File: config.mk
export PLATFORM = sky130hd
export DESIGN_NAME = dpram_tdp_ctrl
export DESIGN_NICKNAME = d
export VERILOG_FILES = /design/src/rtl/dpram_pkg.sv /design/src/rtl/dpram_rd_port.sv /design/src/rtl/dpram_tdp_ctrl.sv
export SDC_FILE = /design/constraint.sdc
export NUM_CORES = 1
export LEC_CHECK = 0
export BUFFER_PORTS_ARGS = -buffer_cell sky130_fd_sc_hd__buf_2
export CAP_MARGIN = 10
export CORE_UTILIZATION = 66
export DETAILED_ROUTE_END_ITERATION = 16
export PLACE_DENSITY = 0.83
export SETUP_SLACK_MARGIN = 0.1
export SLEW_MARGIN = 20
export SYNTH_ARGS = -nofsm -noshare
export SYNTH_HDL_FRONTEND = slang
export SYNTH_SLANG_ARGS = --single-unit
File: constraint.sdc
create_clock -name clk -period 5.45 [get_ports clk]
set_input_delay 0.8175 -clock clk [delete_from_list [all_inputs] [get_ports clk]]
set_output_delay 0.8175 -clock clk [all_outputs]
set_load 0.02 [all_outputs]
File: src/rtl/dpram_pkg.sv
// Shared constants and FSM state type for the true dual-port RAM controller.
package dpram_pkg;

    localparam int READ_FIRST  = 0;
    localparam int WRITE_FIRST = 1;

    localparam int PRIO_A = 0;
    localparam int PRIO_B = 1;

    typedef enum logic {
        ST_CLEAR = 1'b0,
        ST_READY = 1'b1
    } state_e;

endpackage

File: src/rtl/dpram_rd_port.sv
// One port's read path: read-first/write-first selection and the rdata/rvalid registers.
// With DPRAM_OUT_REG_EN defined an extra output stage adds one cycle of latency.
module dpram_rd_port
    import dpram_pkg::*;
#(
    parameter int WIDTH     = 8,
    parameter int READ_MODE = READ_FIRST
) (
    input  logic               clk,
    input  logic               rst_n,
    input  logic               rd_req,
    input  logic [WIDTH-1:0]   old_word,
    input  logic [WIDTH-1:0]   wr_word,
    input  logic [WIDTH/8-1:0] wr_be,
    output logic [WIDTH-1:0]   rdata,
    output logic               rvalid
);

    localparam int NB = WIDTH / 8;

    logic [WIDTH-1:0] merged_word;
    logic [WIDTH-1:0] rdata_d, rdata_q;
    logic             rvalid_d, rvalid_q;

    // merged_word is what the word will hold after the other port's write lands this edge
    always_comb begin
        merged_word = old_word;
        for (int i = 0; i < NB; i++) begin
            if (wr_be[i]) begin
                merged_word[i*8 +: 8] = wr_word[i*8 +: 8];
            end
        end
        rvalid_d = rd_req;
        rdata_d  = rdata_q;
        if (rd_req) begin
            rdata_d = (READ_MODE == WRITE_FIRST) ? merged_word : old_word;
        end
    end

    always_ff @(posedge clk or negedge rst_n) begin
        if (!rst_n) begin
            rdata_q  <= '0;
            rvalid_q <= 1'b0;
        end else begin
            rdata_q  <= rdata_d;
            rvalid_q <= rvalid_d;
        end
    end

`ifdef DPRAM_OUT_REG_EN
    logic [WIDTH-1:0] rdata_o_d, rdata_o_q;
    logic             rvalid_o_d, rvalid_o_q;

    always_comb begin
        rdata_o_d  = rdata_q;
        rvalid_o_d = rvalid_q;
    end

    always_ff @(posedge clk or negedge rst_n) begin
        if (!rst_n) begin
            rdata_o_q  <= '0;
            rvalid_o_q <= 1'b0;
        end else begin
            rdata_o_q  <= rdata_o_d;
            rvalid_o_q <= rvalid_o_d;
        end
    end

    assign rdata  = rdata_o_q;
    assign rvalid = rvalid_o_q;
`else
    assign rdata  = rdata_q;
    assign rvalid = rvalid_q;
`endif

endmodule

File: src/rtl/dpram_tdp_ctrl.sv
// True dual-port RAM with byte enables, deterministic same-address collisions and a post-reset clear.
// Optional DPRAM_OUT_REG_EN adds one output register stage (rdata/rvalid/collision delayed together).
module dpram_tdp_ctrl
    import dpram_pkg::*;
#(
    parameter int  WIDTH     = 8,
    parameter int  DEPTH     = 16,
    parameter int  READ_MODE = READ_FIRST,
    parameter int  PRIORITY  = PRIO_A,
    localparam int ADDR_W    = (DEPTH > 1) ? $clog2(DEPTH) : 1,
    localparam int NB        = WIDTH / 8
) (
    input  logic              clk,
    input  logic              rst_n,
    output logic              ready,
    input  logic              en_a,
    input  logic              we_a,
    input  logic [ADDR_W-1:0] addr_a,
    input  logic [NB-1:0]     be_a,
    input  logic [WIDTH-1:0]  wdata_a,
    output logic [WIDTH-1:0]  rdata_a,
    output logic              rvalid_a,
    input  logic              en_b,
    input  logic              we_b,
    input  logic [ADDR_W-1:0] addr_b,
    input  logic [NB-1:0]     be_b,
    input  logic [WIDTH-1:0]  wdata_b,
    output logic [WIDTH-1:0]  rdata_b,
    output logic              rvalid_b,
    output logic              collision,
    output state_e            dbg_state
);

    localparam logic [ADDR_W-1:0] LAST_PTR = ADDR_W'(DEPTH - 1);

    state_e            state_d, state_q;
    logic [ADDR_W-1:0] ptr_d, ptr_q;
    logic              clr_we;
    logic              ready_int;

    logic              act_a, act_b, wr_a, wr_b, rd_a, rd_b;
    logic              in_a, in_b, same_addr, both_w;
    logic [NB-1:0]     be_a_eff, be_b_eff;
    logic [WIDTH-1:0]  old_a, old_b;
    logic              coll_d, coll_q;

    logic [WIDTH-1:0]  mem_q [DEPTH];

    always_comb begin
        state_d = state_q;
        ptr_d   = ptr_q;
        clr_we  = 1'b0;
        case (state_q)
            ST_CLEAR: begin
                clr_we = 1'b1;
                if (ptr_q == LAST_PTR) begin
                    state_d = ST_READY;
                    ptr_d   = '0;
                end else begin
                    ptr_d = ptr_q + 1'b1;
                end
            end
            ST_READY: begin
                state_d = ST_READY;
            end
            default: begin
                state_d = ST_CLEAR;
                ptr_d   = '0;
            end
        endcase
    end

    always_ff @(posedge clk or negedge rst_n) begin
        if (!rst_n) begin
            state_q <= ST_CLEAR;
            ptr_q   <= '0;
        end else begin
            state_q <= state_d;
            ptr_q   <= ptr_d;
        end
    end

    assign ready_int = (state_q == ST_READY);
    assign ready     = ready_int;
    assign dbg_state = state_q;

    assign act_a     = ready_int & en_a;
    assign act_b     = ready_int & en_b;
    assign wr_a      = act_a & we_a;
    assign wr_b      = act_b & we_b;
    assign rd_a      = act_a & ~we_a;
    assign rd_b      = act_b & ~we_b;
    assign in_a      = (32'(addr_a) < 32'(DEPTH));
    assign in_b      = (32'(addr_b) < 32'(DEPTH));
    assign same_addr = (addr_a == addr_b);
    assign both_w    = wr_a & wr_b & same_addr;
    assign coll_d    = act_a & act_b & same_addr & (we_a | we_b);
    assign old_a     = in_a ? mem_q[addr_a] : '0;
    assign old_b     = in_b ? mem_q[addr_b] : '0;

    // Strip the losing port's contested bytes so the two write masks never overlap
    always_comb begin
        be_a_eff = (wr_a && in_a) ? be_a : '0;
        be_b_eff = (wr_b && in_b) ? be_b : '0;
        if (both_w) begin
            if (PRIORITY == PRIO_B) begin
                be_a_eff = be_a_eff & ~be_b;
            end else begin
                be_b_eff = be_b_eff & ~be_a;
            end
        end
    end

    always_ff @(posedge clk) begin
        if (clr_we) begin
            mem_q[ptr_q] <= '0;
        end
        for (int i = 0; i < NB; i++) begin
            if (be_a_eff[i]) begin
                mem_q[addr_a][i*8 +: 8] <= wdata_a[i*8 +: 8];
            end
            if (be_b_eff[i]) begin
                mem_q[addr_b][i*8 +: 8] <= wdata_b[i*8 +: 8];
            end
        end
    end

    dpram_rd_port #(
        .WIDTH     (WIDTH),
        .READ_MODE (READ_MODE)
    ) u_rd_a (
        .clk      (clk),
        .rst_n    (rst_n),
        .rd_req   (rd_a),
        .old_word (old_a),
        .wr_word  (wdata_b),
        .wr_be    (same_addr ? be_b_eff : '0),
        .rdata    (rdata_a),
        .rvalid   (rvalid_a)
    );

    dpram_rd_port #(
        .WIDTH     (WIDTH),
        .READ_MODE (READ_MODE)
    ) u_rd_b (
        .clk      (clk),
        .rst_n    (rst_n),
        .rd_req   (rd_b),
        .old_word (old_b),
        .wr_word  (wdata_a),
        .wr_be    (same_addr ? be_a_eff : '0),
        .rdata    (rdata_b),
        .rvalid   (rvalid_b)
    );

    always_ff @(posedge clk or negedge rst_n) begin
        if (!rst_n) begin
            coll_q <= 1'b0;
        end else begin
            coll_q <= coll_d;
        end
    end

`ifdef DPRAM_OUT_REG_EN
    logic coll_o_d, coll_o_q;

    assign coll_o_d = coll_q;

    always_ff @(posedge clk or negedge rst_n) begin
        if (!rst_n) begin
            coll_o_q <= 1'b0;
        end else begin
            coll_o_q <= coll_o_d;
        end
    end

    assign collision = coll_o_q;
`else
    assign collision = coll_q;
`endif

endmodule

==> results.cfg <==
[flow_run]
maxCapViolCount = 0

[global_route]
antenna_found_initial = 0
grt_overflow = 0
grt_start_max_net_pins = 40
grt_use_total_pct = 40.7
grt_first_pass_wirelength_mm = 40.7
first_global_vias = 6236

[sta]
finalSetupTns_ps = 0
finalCritPeriodShare_pct = 61.9
slew-limit-headroom_pct = 17.9
worst_pin_slew_ps = 1230
setup_viol_count_final = 0
number_of_max_slew_violations_in_the_final_report = 0
grt_setup_unrepaired = false
fmax_ghz = 0.297
clock-skew-final_ps = 15.2
final-hold-violation-count = 0
min_period_ps = 3370

[synthesis]
synth.most_common_cell = mux2_2
netlist-cell-type-count = 56
synth_enable_flop_cells = 128
netlist_top_cells_count = mux2_2 (131), edfxtp_1 (128), mux2i_1 (48), mux4_2 (48), nand2_1 (38)
synth.ff_latch_count = 152
synth.top_cells.by_area = edfxtp_1 (42%), mux2_2 (16%), mux4_2 (12%)
yosys_most_used_dff = edfxtp_1
synthesis.area_sq_um = 9100
syn_avg_cell_area_sq_um = 14.2
synth_top_cell_by_area = edfxtp_1
synthesis.instances = 642
yosysWarningCount = 0
ys_async_sr_fraction_pct = 15.8
synth_top_area_share_pct = 42.2
synthesis.nets = 675
synth.yosys.seq_area_share_pct = 48.8

[critical_path]
crit_slowest_cell = o2111ai_2
critical_path.cell_chain = buf_2 -> xnor2_1 -> nand4_2 -> o2111ai_2 -> o211ai_1 -> buf_4
critical_path.max_stage_delay_ps = 730
cp_data_required_time_ps = 5630
capturing_element_type_of_the_critical_path = register
cp.arrival_ps = 3560
critical_path_class = in2reg
cp-start-kind = primary input
reg2reg_depth = 3
crit_path_max_fanout = 30
r2r_slack_ps = 2140

[detailed_routing]
first_iter_violations = 917
drt-vias-per-instance = 7.62
postRouteAntennaNets = 0
route.final.wire_length_mm = 27.5
wl_per_cell_um = 32.2
drt_first_pass_iters = 5
drc = 0
num_vias = 6504

[cts]
cts_tree = built
clk_path_buf_depth = 2
ctsResizeCount = 0
tritoncts.num_buffers = 17
cts.root.buffer_cell = clkbuf_16
clk_transition_reported_paths_ps = 70
clock_insertion_delay_worst_skew_ps = 440
post-cts-setup-buffers = 0
cts-htree-levels = 4
cts_hold_buffers = 0
clock_sink_count = 152

[place]
numPortBuffers = 52
detailed_place.area_sq_um = 9360
finalWeightedCongestion = 1.03
dp.cells = 820
hpwlAfterDp_mm = 18.9

[outcome]
status = completed

[power_and_ir_drop]
power.switching_fraction_pct = 24.4
total_internal_power_mw = 2.09
share_comb_of_total_power_pct = 9.5
netSwitchingPower_mw = 0.675
static-leakage-power_nw = 3.95
power.sequential.fraction_pct = 46.3
power_mw = 2.77
power.share.clock_pct = 44.2
power.density_cell_area_nw_per_um2 = 277
worst_ir_drop_vdd_v = 0.000280

[floorplanning]
horiz_die_dim_um = 119
core_sq_um = 13300
fp.dieArea_sq_um = 14300
floorplan.die.height_um = 119
initial_utilization_pct = 68.2
ioPinCount = 53
row_count = 42

[finish]
filler_cell_count = 862
stdcell_count = 853
layout.nets = 697
antenna-diode-count = 0
drive_gt1_share_pct = 43.7
register_area_sq_um = 4440
fin_area_sq_um = 9980
fin_util_pct = 74.8
syn_to_final_growth_pct = 9.68
multi_input_comb_area_sq_um = 4400

[worst_hold_path]
min_path_type = in2async
cell type report:
type	count	share of cell area (%)
Multi-Input combinational cell	433	44.1
Tap cell	176	2.21
Clock buffer	19	4.34
Clock inverter	13	1.73
Inverter	3	0.113
Sequential cell	152	44.5
Timing Repair Buffer	57	2.98
state kept, by name, indices dropped and copies added, names as in the netlist:
register       cells
ptr_q              4
dbg_state          1
mem_q            128
collision          1
u_rd_b.rdata       8
u_rd_b.rvalid      1
u_rd_a.rvalid      1
u_rd_a.rdata       8
metal layers:
layer,track usage [%],vias to the layer above,wire length (um)
li1,-,2596,-
met1,57.8,3227,10300
met2,60.5,592,12500
met3,11.7,89,3870
met4,13.5,0,829
met5,0,-,0
layout by cell type (no fill, tap or decap), types with 9 or more instances in the layout:
cell type	n
nand2b_1	14
buf_2	52
nand4_1	9
dfrtp_1	24
mux2_2	131
nand3_1	13
edfxtp_1	128
clkbuf_16	17
nand2_1	38
o221ai_1	10
nor2_1	20
mux4_2	48
mux2i_1	48
power groups by stage:
stage | registers (mW) | logic [mW] | clock network (mW)
after floorplan | 1.32 | 0.156 | 0
after global placement | 1.30 | 0.251 | 0
after detailed placement | 1.30 | 0.256 | 0
after CTS | 1.28 | 0.259 | 1.22
after global routing | 1.28 | 0.278 | 1.26
final | 1.28 | 0.264 | 1.22
path summary, 6_finish.rpt:
kind                                  from         endpoint
setup / recovery                 addr_a[2]     mem_q[10][2]
hold / removal                       rst_n  u_rd_a.rdata[4]
setup reg to reg                 dbg_state     mem_q[13][7]
hold reg to reg            u_rd_a.rdata[2]  u_rd_a.rdata[2]
max in group asynchronous            rst_n  u_rd_b.rdata[1]
min in group clk           u_rd_a.rdata[2]  u_rd_a.rdata[2]
through the flow:
step                      setup WS (ps)  hold WS (ps)
final                              2080           404
after global routing               1880           443
after CTS                          1890           414
after detailed placement           1610           476
after global placement             1670           471
after floorplan                    2340           522
worst max-delay path, delay by kind of cell:
| family | cells | cell delay (ps) |
|---|---|---|
| AOI/OAI and AO/OA | 2 | 1200 |
| buffers and inverters | 2 | 970 |
| and+or+nand+nor | 1 | 310 |
| xor gates and xnor gates | 1 | 250 |
kinds of logic (layout without fill, tap and decap cells):
| group | after synthesis | in the layout | synth area share, % |
|---|---|---|---|
| XOR/XNOR | 5 | 5 | 0.481 |
| flip-flops | 152 | 152 | 48.8 |
| buffers and inverters | 57 | 92 | 2.94 |
| AND/OR/NAND/NOR | 131 | 131 | 7.51 |
| AO/OA/AOI/OAI | 69 | 69 | 6.74 |
| multiplexers | 227 | 227 | 33.4 |
| adder cells (fa/ha/maj) | 1 | 1 | 0.137 |
Note: power is estimated with default switching activity, not from simulation.
